File: config.mk
export PLATFORM = sky130hd
export DESIGN_NAME = fetch_prefetch_queue
export DESIGN_NICKNAME = d
export VERILOG_FILES = /design/src/rtl/cpu_fetch_pkg.sv /design/src/rtl/fetch_fifo.sv /design/src/rtl/fetch_prefetch_queue.sv
export SDC_FILE = /design/constraint.sdc
export NUM_CORES = 1
export LEC_CHECK = 0
export CORE_MARGIN = 3
export CORE_UTILIZATION = 40
export DETAILED_ROUTE_END_ITERATION = 7
export SYNTH_ARGS = -nofsm -noshare
export SYNTH_HDL_FRONTEND = slang
export SYNTH_SLANG_ARGS = --single-unit
File: constraint.sdc
create_clock -name clk -period 3.3 [get_ports clk]
set_input_delay 0.825 -clock clk [delete_from_list [all_inputs] [get_ports clk]]
set_output_delay 0.825 -clock clk [all_outputs]
set_load 0.02 [all_outputs]
File: src/rtl/cpu_fetch_pkg.sv
// Shared types and constants for the instruction fetch front-end.
package cpu_fetch_pkg;

  // ADDI x0, x0, 0: presented to decode whenever no fetched word is available.
  localparam logic [31:0] NOP_INSTR = 32'h0000_0013;

  typedef enum logic [1:0] {
    BOOT,
    RUN,
    FLUSH
  } fetch_state_t;

  typedef struct packed {
    logic [31:0] pc;
    logic [31:0] instr;
  } fetch_entry_t;

endpackage

File: src/rtl/fetch_fifo.sv
// In-order queue of fetched {pc, instr} entries with synchronous clear.
module fetch_fifo
  import cpu_fetch_pkg::*;
#(
  parameter int  DEPTH = 4,
  localparam int CW    = $clog2(DEPTH + 1)
) (
  input  logic          clk,
  input  logic          _reset,
  input  logic          clr,
  input  logic          push,
  input  fetch_entry_t  push_data,
  input  logic          pop,
  output fetch_entry_t  head,
  output logic [CW-1:0] count
);

  localparam int PW = $clog2(DEPTH);

  fetch_entry_t   mem [DEPTH];
  logic [PW-1:0]  wr_ptr;
  logic [PW-1:0]  rd_ptr;

  // Entry storage; written at the tail on every push.
  // NOTE: the storage array has no reset; count alone decides which entries are valid.
  always_ff @(posedge clk) begin
    if (push) begin
      mem[wr_ptr] <= push_data;
    end
  end

  // Pointer and occupancy bookkeeping; DEPTH is a power of two so pointers wrap naturally.
  // NOTE: sequential state uses non-blocking assignments so every register sees pre-edge values.
  always_ff @(posedge clk or negedge _reset) begin
    if (!_reset) begin
      wr_ptr <= '0;
      rd_ptr <= '0;
      count  <= '0;
    end else if (clr) begin
      wr_ptr <= '0;
      rd_ptr <= '0;
      count  <= '0;
    end else begin
      if (push) wr_ptr <= wr_ptr + PW'(1);
      if (pop)  rd_ptr <= rd_ptr + PW'(1);
      count <= count + CW'(push) - CW'(pop);
    end
  end

  assign head = mem[rd_ptr];

endmodule

File: src/rtl/fetch_prefetch_queue.sv
// Credit-limited prefetch front-end feeding the IF/ID register from a variable-latency memory.
module fetch_prefetch_queue
  import cpu_fetch_pkg::*;
#(
  parameter int          DEPTH    = 4,
  parameter logic [31:0] RESET_PC = 32'h0
) (
  input  logic        clk,
  input  logic        _reset,
  input  logic        redirect_valid,
  input  logic [31:0] redirect_pc,
  input  logic        stall,
  output logic        mem_req_valid,
  output logic [31:0] mem_req_addr,
  input  logic        mem_req_ready,
  input  logic        mem_rsp_valid,
  input  logic [31:0] mem_rsp_data,
  output logic        instr_valid,
  output logic [31:0] instr_out,
  output logic [31:0] pc_out,
  output logic [31:0] pc4_out
);

  localparam int          CW      = $clog2(DEPTH + 1);
  localparam logic [CW:0] DEPTH_C = (CW + 1)'(DEPTH);

  fetch_state_t  state_q;
  fetch_state_t  state_d;
  logic [31:0]   fetch_pc;
  logic [31:0]   rsp_pc;
  logic [31:0]   last_pc;
  logic [31:0]   redirect_target;
  logic [CW-1:0] outstanding;
  logic [CW-1:0] outstanding_d;
  logic [CW-1:0] stale;
  logic [CW-1:0] stale_d;
  logic [CW-1:0] count;
  logic          fire;
  logic          stale_drop;
  logic          push;
  logic          pop;
  fetch_entry_t  push_entry;
  fetch_entry_t  head;

  // Masking keeps every redirect_pc bit referenced while forcing word alignment.
  assign redirect_target = redirect_pc & 32'hFFFF_FFFC;

  // A slot is reserved for every in-flight request, so the queue can never overflow.
  assign mem_req_valid = (state_q != BOOT) &&
                         (({1'b0, count} + {1'b0, outstanding}) < DEPTH_C);
  assign mem_req_addr  = fetch_pc;
  assign fire          = mem_req_valid & mem_req_ready;

  assign outstanding_d = outstanding + CW'(fire) - CW'(mem_rsp_valid);
  assign stale_drop    = mem_rsp_valid & (stale != '0);

  // Redirect wins over everything: same-cycle responses are discarded and nothing is consumed.
  assign push = mem_rsp_valid & ~stale_drop & ~redirect_valid;
  assign pop  = instr_valid & ~stall & ~redirect_valid;

  assign push_entry.pc    = rsp_pc;
  assign push_entry.instr = mem_rsp_data;

  fetch_fifo #(
    .DEPTH (DEPTH)
  ) u_fifo (
    .clk       (clk),
    ._reset    (_reset),
    .clr       (redirect_valid),
    .push      (push),
    .push_data (push_entry),
    .pop       (pop),
    .head      (head),
    .count     (count)
  );

  // Next-state and stale-count logic; FLUSH lasts until every pre-redirect response is dropped.
  // NOTE: every output of this block is defaulted first so no path can infer a latch.
  always_comb begin
    state_d = state_q;
    stale_d = stale;
    if (redirect_valid) begin
      stale_d = outstanding_d;
    end else if (stale_drop) begin
      stale_d = stale - CW'(1);
    end
    case (state_q)
      BOOT:    state_d = RUN;
      RUN:     if (redirect_valid && (outstanding_d != '0)) state_d = FLUSH;
      FLUSH:   if (stale_d == '0) state_d = RUN;
      default: state_d = BOOT;
    endcase
  end

  // State, address counters and credit tracking.
  always_ff @(posedge clk or negedge _reset) begin
    if (!_reset) begin
      state_q     <= BOOT;
      fetch_pc    <= RESET_PC;
      rsp_pc      <= RESET_PC;
      outstanding <= '0;
      stale       <= '0;
      last_pc     <= '0;
    end else begin
      state_q     <= state_d;
      outstanding <= outstanding_d;
      stale       <= stale_d;
      if (redirect_valid) begin
        fetch_pc <= redirect_target;
      end else if (fire) begin
        fetch_pc <= fetch_pc + 32'd4;
      end
      if (redirect_valid) begin
        rsp_pc <= redirect_target;
      end else if (push) begin
        rsp_pc <= rsp_pc + 32'd4;
      end
      if (instr_valid) begin
        last_pc <= head.pc;
      end
    end
  end

  assign instr_valid = (count != '0);
  assign instr_out   = instr_valid ? head.instr : NOP_INSTR;
  assign pc_out      = instr_valid ? head.pc : last_pc;
  assign pc4_out     = pc_out + 32'd4;

endmodule
Word-level counts from Yosys, hierarchy flattened. Memories as Yosys holds them, arrays and structs flattened. Index checks and enable logic that the tools add are counted.

Add/subtract/negate cells: 11. $lt $le $gt $ge: 1. Equality and inequality tests: 4. Multiplexer cells: 18. Bitwise logic cells: 9. Reduce and logical (&&, ||, !) cells: 12.

Operator list (count): 32-bit 2-to-1 mux (6); 32-bit by 3-bit adder with 32-bit output (second input constant) (3); 2-bit 2-to-1 mux (6); 3-bit 2-to-1 mux (3); 3-bit nonzero test (3); 2-bit nonzero test (4); 3-bit by 1-bit adder with 3-bit output (2); 1-bit AND (6); 2-bit one-hot mux with 3 select lines (1); 3-bit by 1-bit subtractor with 3-bit output (2); 2-bit by 1-bit adder with 2-bit output (second input constant) (2); 3-bit by 3-bit adder with 4-bit output (1); 4-bit by 3-bit less-than comparator with 1-bit output (second input constant) (1); 2-bit inequality test (second input constant) (2); 3-bit zero test (1); 1-bit inverter (3); 3-bit by 1-bit subtractor with 3-bit output (second input constant) (1); 2-bit by 1-bit equality test with 1-bit output (second input constant) (1); 2-bit equality test (second input constant) (1); 1-bit logical AND (2); 2-bit zero test (1); 1-bit 2-to-1 mux (2); 2-bit AND reduction (1).

Register bits after elaboration: 111. Bits in writable memories: 256. Input bits: 70. Output and inout bits: 130. Logic and storage cells: 65. Memories: 1.

Memory list: u_fifo.mem (depth 4, width 64, rd ports 1, clocked after Yosys merged registers in 0, write ports 1, line fetch_fifo.sv:20) `fetch_entry_t mem [DEPTH];`.

Logic depth before layout (Yosys ltp).
Depth after elaboration: 10. Mapped depth: 16. Depth with buffers taken out: 15.

Cells and area by module. Synthesis repeated with hierarchy kept, for this count alone.

Cells, all modules: 1035. Area, all modules: 15935.3 sq um.

By module, submodules not included: fetch_fifo (instances 1, cells an instance 371, area each 9681.8 sq um, sequential area each 7862.5 sq um); fetch_prefetch_queue (instances 1, cells an instance 664, area each 6253.5 sq um, sequential area each 2502.4 sq um).

Worst setup path after synthesis. Ideal clock, no wire load.

Kind: register -> output. Start point: register u_fifo.count[1]. End point: output pc4_out[28]. Arrival: 3228 ps. Data required time: 2475 ps. Slack: -753 ps. Cell stages (with the launch flop): 13. Path buffers: 3. Cells stage by stage: dfrtp_1 > nor3_1 > inv_1 > buf_4 > clkbuf_1 > clkbuf_1 > mux2i_1 > inv_1 > ha_1 > nor2b_1 > nand4_2 > nor3_2 > xor2_1.

Cells in the longest elaborated chain, start to end: 3.

RTL lines: start, declared (line fetch_fifo.sv:15) `output logic [CW-1:0] count`; start signal, assigned (line fetch_fifo.sv:46) `count <= count + CW'(push) - CW'(pop);`; 3-bit nonzero test (line fetch_prefetch_queue.sv:124) `assign instr_valid = (count != '0);`; 32-bit 2-to-1 mux; net pc_out[2] (line fetch_prefetch_queue.sv:20) `output logic [31:0] pc_out,`; 32-bit by 3-bit adder with 32-bit output (line fetch_prefetch_queue.sv:127) `assign pc4_out = pc_out + 32'd4;`; end, declared (line fetch_prefetch_queue.sv:21) `output logic [31:0] pc4_out`.

The timed path passes the listed nets, and every way through them passes these cells.

Final worst setup path.
Start point: register u_fifo.rd_ptr[0]. End point: output pc4_out[16].

Cells in the longest elaborated chain, start to end: 3.

RTL lines: start, declared (line fetch_fifo.sv:22) `logic [PW-1:0] rd_ptr;`; start signal, assigned (line fetch_fifo.sv:45) `if (pop) rd_ptr <= rd_ptr + PW'(1);`; memory 4 x 64 bit; 32-bit 2-to-1 mux; 32-bit by 3-bit adder with 32-bit output (line fetch_prefetch_queue.sv:127).

Every way passes these cells.

==> impl_metrics.py <==
metrics = {
    "hold_path": {
        "hp-class": "input port to asynchronous set/reset pin",
    },
    "worst_setup_path": {
        "worstPathArrival_ps": 3150,
        "worstSetupStartpointType": "flip-flop",
        "slowest_delay_ps": 530,
        "path_common_cell": "buf_6",
        "path_cells": "buf_12 > buf_8 > mux4_2 > mux2i_4 > inv_4 > ha_4 > nor2b_4 > nand2_2 > buf_6 > buf_6 > a221o_1 > xnor2_2 > buf_6",
        "critPathRequiredTime_ps": 2470,
        "end_kind": "output pin",
        "critPathMaxFanout": 6,
        "cp_slowest_cell": "dfrtp_4",
        "crit_type": "flip-flop to output pin",
    },
    "die": {
        "die_h_um": 202,
        "coreArea_um2": 37700,
        "io_pins": 200,
        "dieArea_um2": 40700,
        "die_w_um": 202,
        "start_util_pct": 40.7,
        "num_rows": 71,
    },
    "synthesis": {
        "synth_seq_cells": 355,
        "async_flop_share_pct": 30.1,
        "synth_cell_type_count": 54,
        "synth_seq_area_share_pct": 66.1,
        "synth_ff_type": "edfxtp_1",
        "synth_cells": 997,
        "syn-cell-area_um2": 15300,
        "syn_area_per_cell_um2": 15.4,
        "synth_edf_count": 248,
        "yosysWarnings": 0,
    },
    "timing": {
        "period_needed_ps": 3970,
        "rsz0062_at_grt": "yes",
        "setup_ws_ps": -672,
        "fmax_mhz": 252,
        "finalCritPeriodShare_pct": 120,
        "worst_pin_slew_ps": 657,
        "clock_skew_ps": 13.8,
        "setup_tns_ps": -12900,
        "finalMaxSlewViolations": 0,
        "setup_viol": 36,
        "hold_violations": 0,
        "max-slew-margin-rel_pct": 56.2,
    },
    "final_layout": {
        "stdcell_count": 1884,
        "multi_input_area_um2": 5340,
        "syn_to_final_growth_pct": 36.1,
        "num_antenna_cells": 0,
        "layout_common_cells": "edfxtp_1 (248), buf_4 (123), dfrtp_1 (105)",
        "layout_commonest_cell": "edfxtp_1",
        "regArea_um2": 10100,
        "fillers": 3146,
        "drive_gt1_share_pct": 34.3,
        "nets": 1428,
    },
    "global_route": {
        "grt-ovfl-total": 0,
        "grt_max_degree": 91,
        "grt_usage_pct": 17.4,
        "grt_pass1_wl_um": 55800,
        "grt_pass1_vias": 9883,
        "antenna_found_initial": 0,
    },
    "cts": {
        "root_buffer": "clkbuf_16",
        "clk_pin_slew_ps": 60,
        "cts_hold_buf": 0,
        "cts_tree": "yes",
        "clock_path_buffers": 3,
        "insertion_delay_ps": 520,
        "cts_buffers": 40,
        "cts_num_sinks": 355,
        "htreeDepth": 2,
    },
    "placed_design": {
        "hpwlAfterDp_um": 23400,
        "gp_congestion": 0.810,
        "io_buffers": 195,
        "dp_cells": 1770,
        "dpl_worst_slack_ps": -584,
    },
    "route": {
        "postRouteAntennaNets": 0,
        "wl_um": 35800,
        "wl_per_cell_um": 19.0,
        "drc": 0,
        "avgViaCountPerCell": 5.03,
        "first_iter_violations": 454,
        "vias": 9480,
        "dr.pass1.iters": 5,
    },
    "power": {
        "power_density_nw_per_um2": 872,
        "p_total_uw": 18200,
        "irDropWorstVdd_mv": 0.327,
        "p_leak_uw": 0.00807,
    },
    "flow_run": {
        "cap_violations": 0,
    },
    "status": {
        "outcome": "complete, but fails checks",
        "violations": "setup timing",
    },
}
==> worst paths after layout <==
path | from | end | slack (ps) | depth (start not counted)
min reg2reg | state_q[0] | state_q[0] | 520 | 1
max reg2reg | u_fifo.count[2] | state_q[1] | 80 | 16
min | _reset | mem_req_addr[22] | 180 | 1
min in group clk | state_q[0] | state_q[0] | 520 | 1
max in group asynchronous | _reset | u_fifo.rd_ptr[0] | 2270 | 2
max | u_fifo.rd_ptr[0] | pc4_out[16] | -670 | 13
==> Yosys cell counts, types with 5 or more instances <==
cell type	n	area (um2)
edfxtp_1	248	7450
nand2_1	108	405
dfrtp_1	107	2680
xnor2_1	59	517
mux4_2	55	1240
nand3_1	50	250
mux2_2	44	495
and2_1	33	206
xor2_1	33	289
nor2_1	32	120
inv_1	26	97.6
nand4_1	26	163
a21oi_1	22	110
clkbuf_1	19	71.3
and3_1	18	113
ha_1	15	188
buf_2	9	45.0
mux2i_1	9	90.1
nor3_1	9	45.0
buf_4	7	52.6
mux4_1	7	184
buf_1	6	22.5
and4_1	5	43.8
==> power by group <==
part           switching, uW  internal (uW)  total [uW]
Combinational           4210           3830        8050
Sequential               369           5260        5630
Clock                   1750           2770        4510
Total                   6330          11900       18200
==> layer usage <==
metal | GRT usage (%) | vias up | part of all wire [%]
met5 | 0 | - | 0
li1 | - | 4408 | -
met3 | 3.07 | 55 | 5.6
met2 | 27.8 | 285 | 47
met1 | 25.0 | 4732 | 45
met4 | 4.36 | 0 | 1.8
==> critical path: cells and delay by family, from the launching register on <==
kind,cells,cell delay [ps]
XOR/XNOR,1,150
AO/OA/AOI/OAI,1,290
flip-flops,1,530
multiplexers,2,450
buffers and inverters,6,730
AND/OR/NAND/NOR,2,350
adder cells (fa/ha/maj),1,120
==> state kept, by name, indices dropped and copies added, names as in the netlist <==
register       cells
u_fifo.rd_ptr      2
rsp_pc            30
stale              3
u_fifo.count       3
outstanding        3
u_fifo.wr_ptr      2
state_q            2
last_pc           32
u_fifo.mem       248
mem_req_addr      30
==> repair_timing <==
action,4_1_cts,5_1_grt
endpoints found under the setup margin,93,84
gates resized for setup,238,139
buffers inserted,28,17
pin swaps,28,33
gates cloned,0,1
==> per-stage QoR <==
stage / cell area (um2) / hold slack (ps) / utilization (%)
2_1_floorplan: 15500 / 457 / -
3_3_place_gp: 18800 / 474 / 49.9
3_5_place_dp: 18800 / 490 / 49.9
4_1_cts: 20500 / 152 / 54.5
5_1_grt: 20800 / 167 / 55.3
6_report: 20800 / 176 / 55.3
==> cells by family (layout without fill, tap and decap cells) <==
logic type	Yosys count	after routing	synth area share, %
other	1	2	0.0245
xor gates and xnor gates	92	92	5.26
and+or+nand+nor	306	306	10.2
DFF	355	355	66.1
AOI/OAI and AO/OA	41	41	1.73
adders and majority gates	17	17	1.49
muxes	115	115	13.1
buffers and inverters	70	445	2.12
==> final cells by class <==
cell class / instances / share of cell area, %
Sequential cell: 355 / 48.6
Multi-Input combinational cell: 573 / 25.6
Timing Repair Buffer: 344 / 15.8
Clock buffer: 49 / 5.07
Tap cell: 511 / 3.07
Clock inverter: 25 / 1.41
Inverter: 27 / 0.510
No activity file was read; power rests on OpenSTA's default activity.
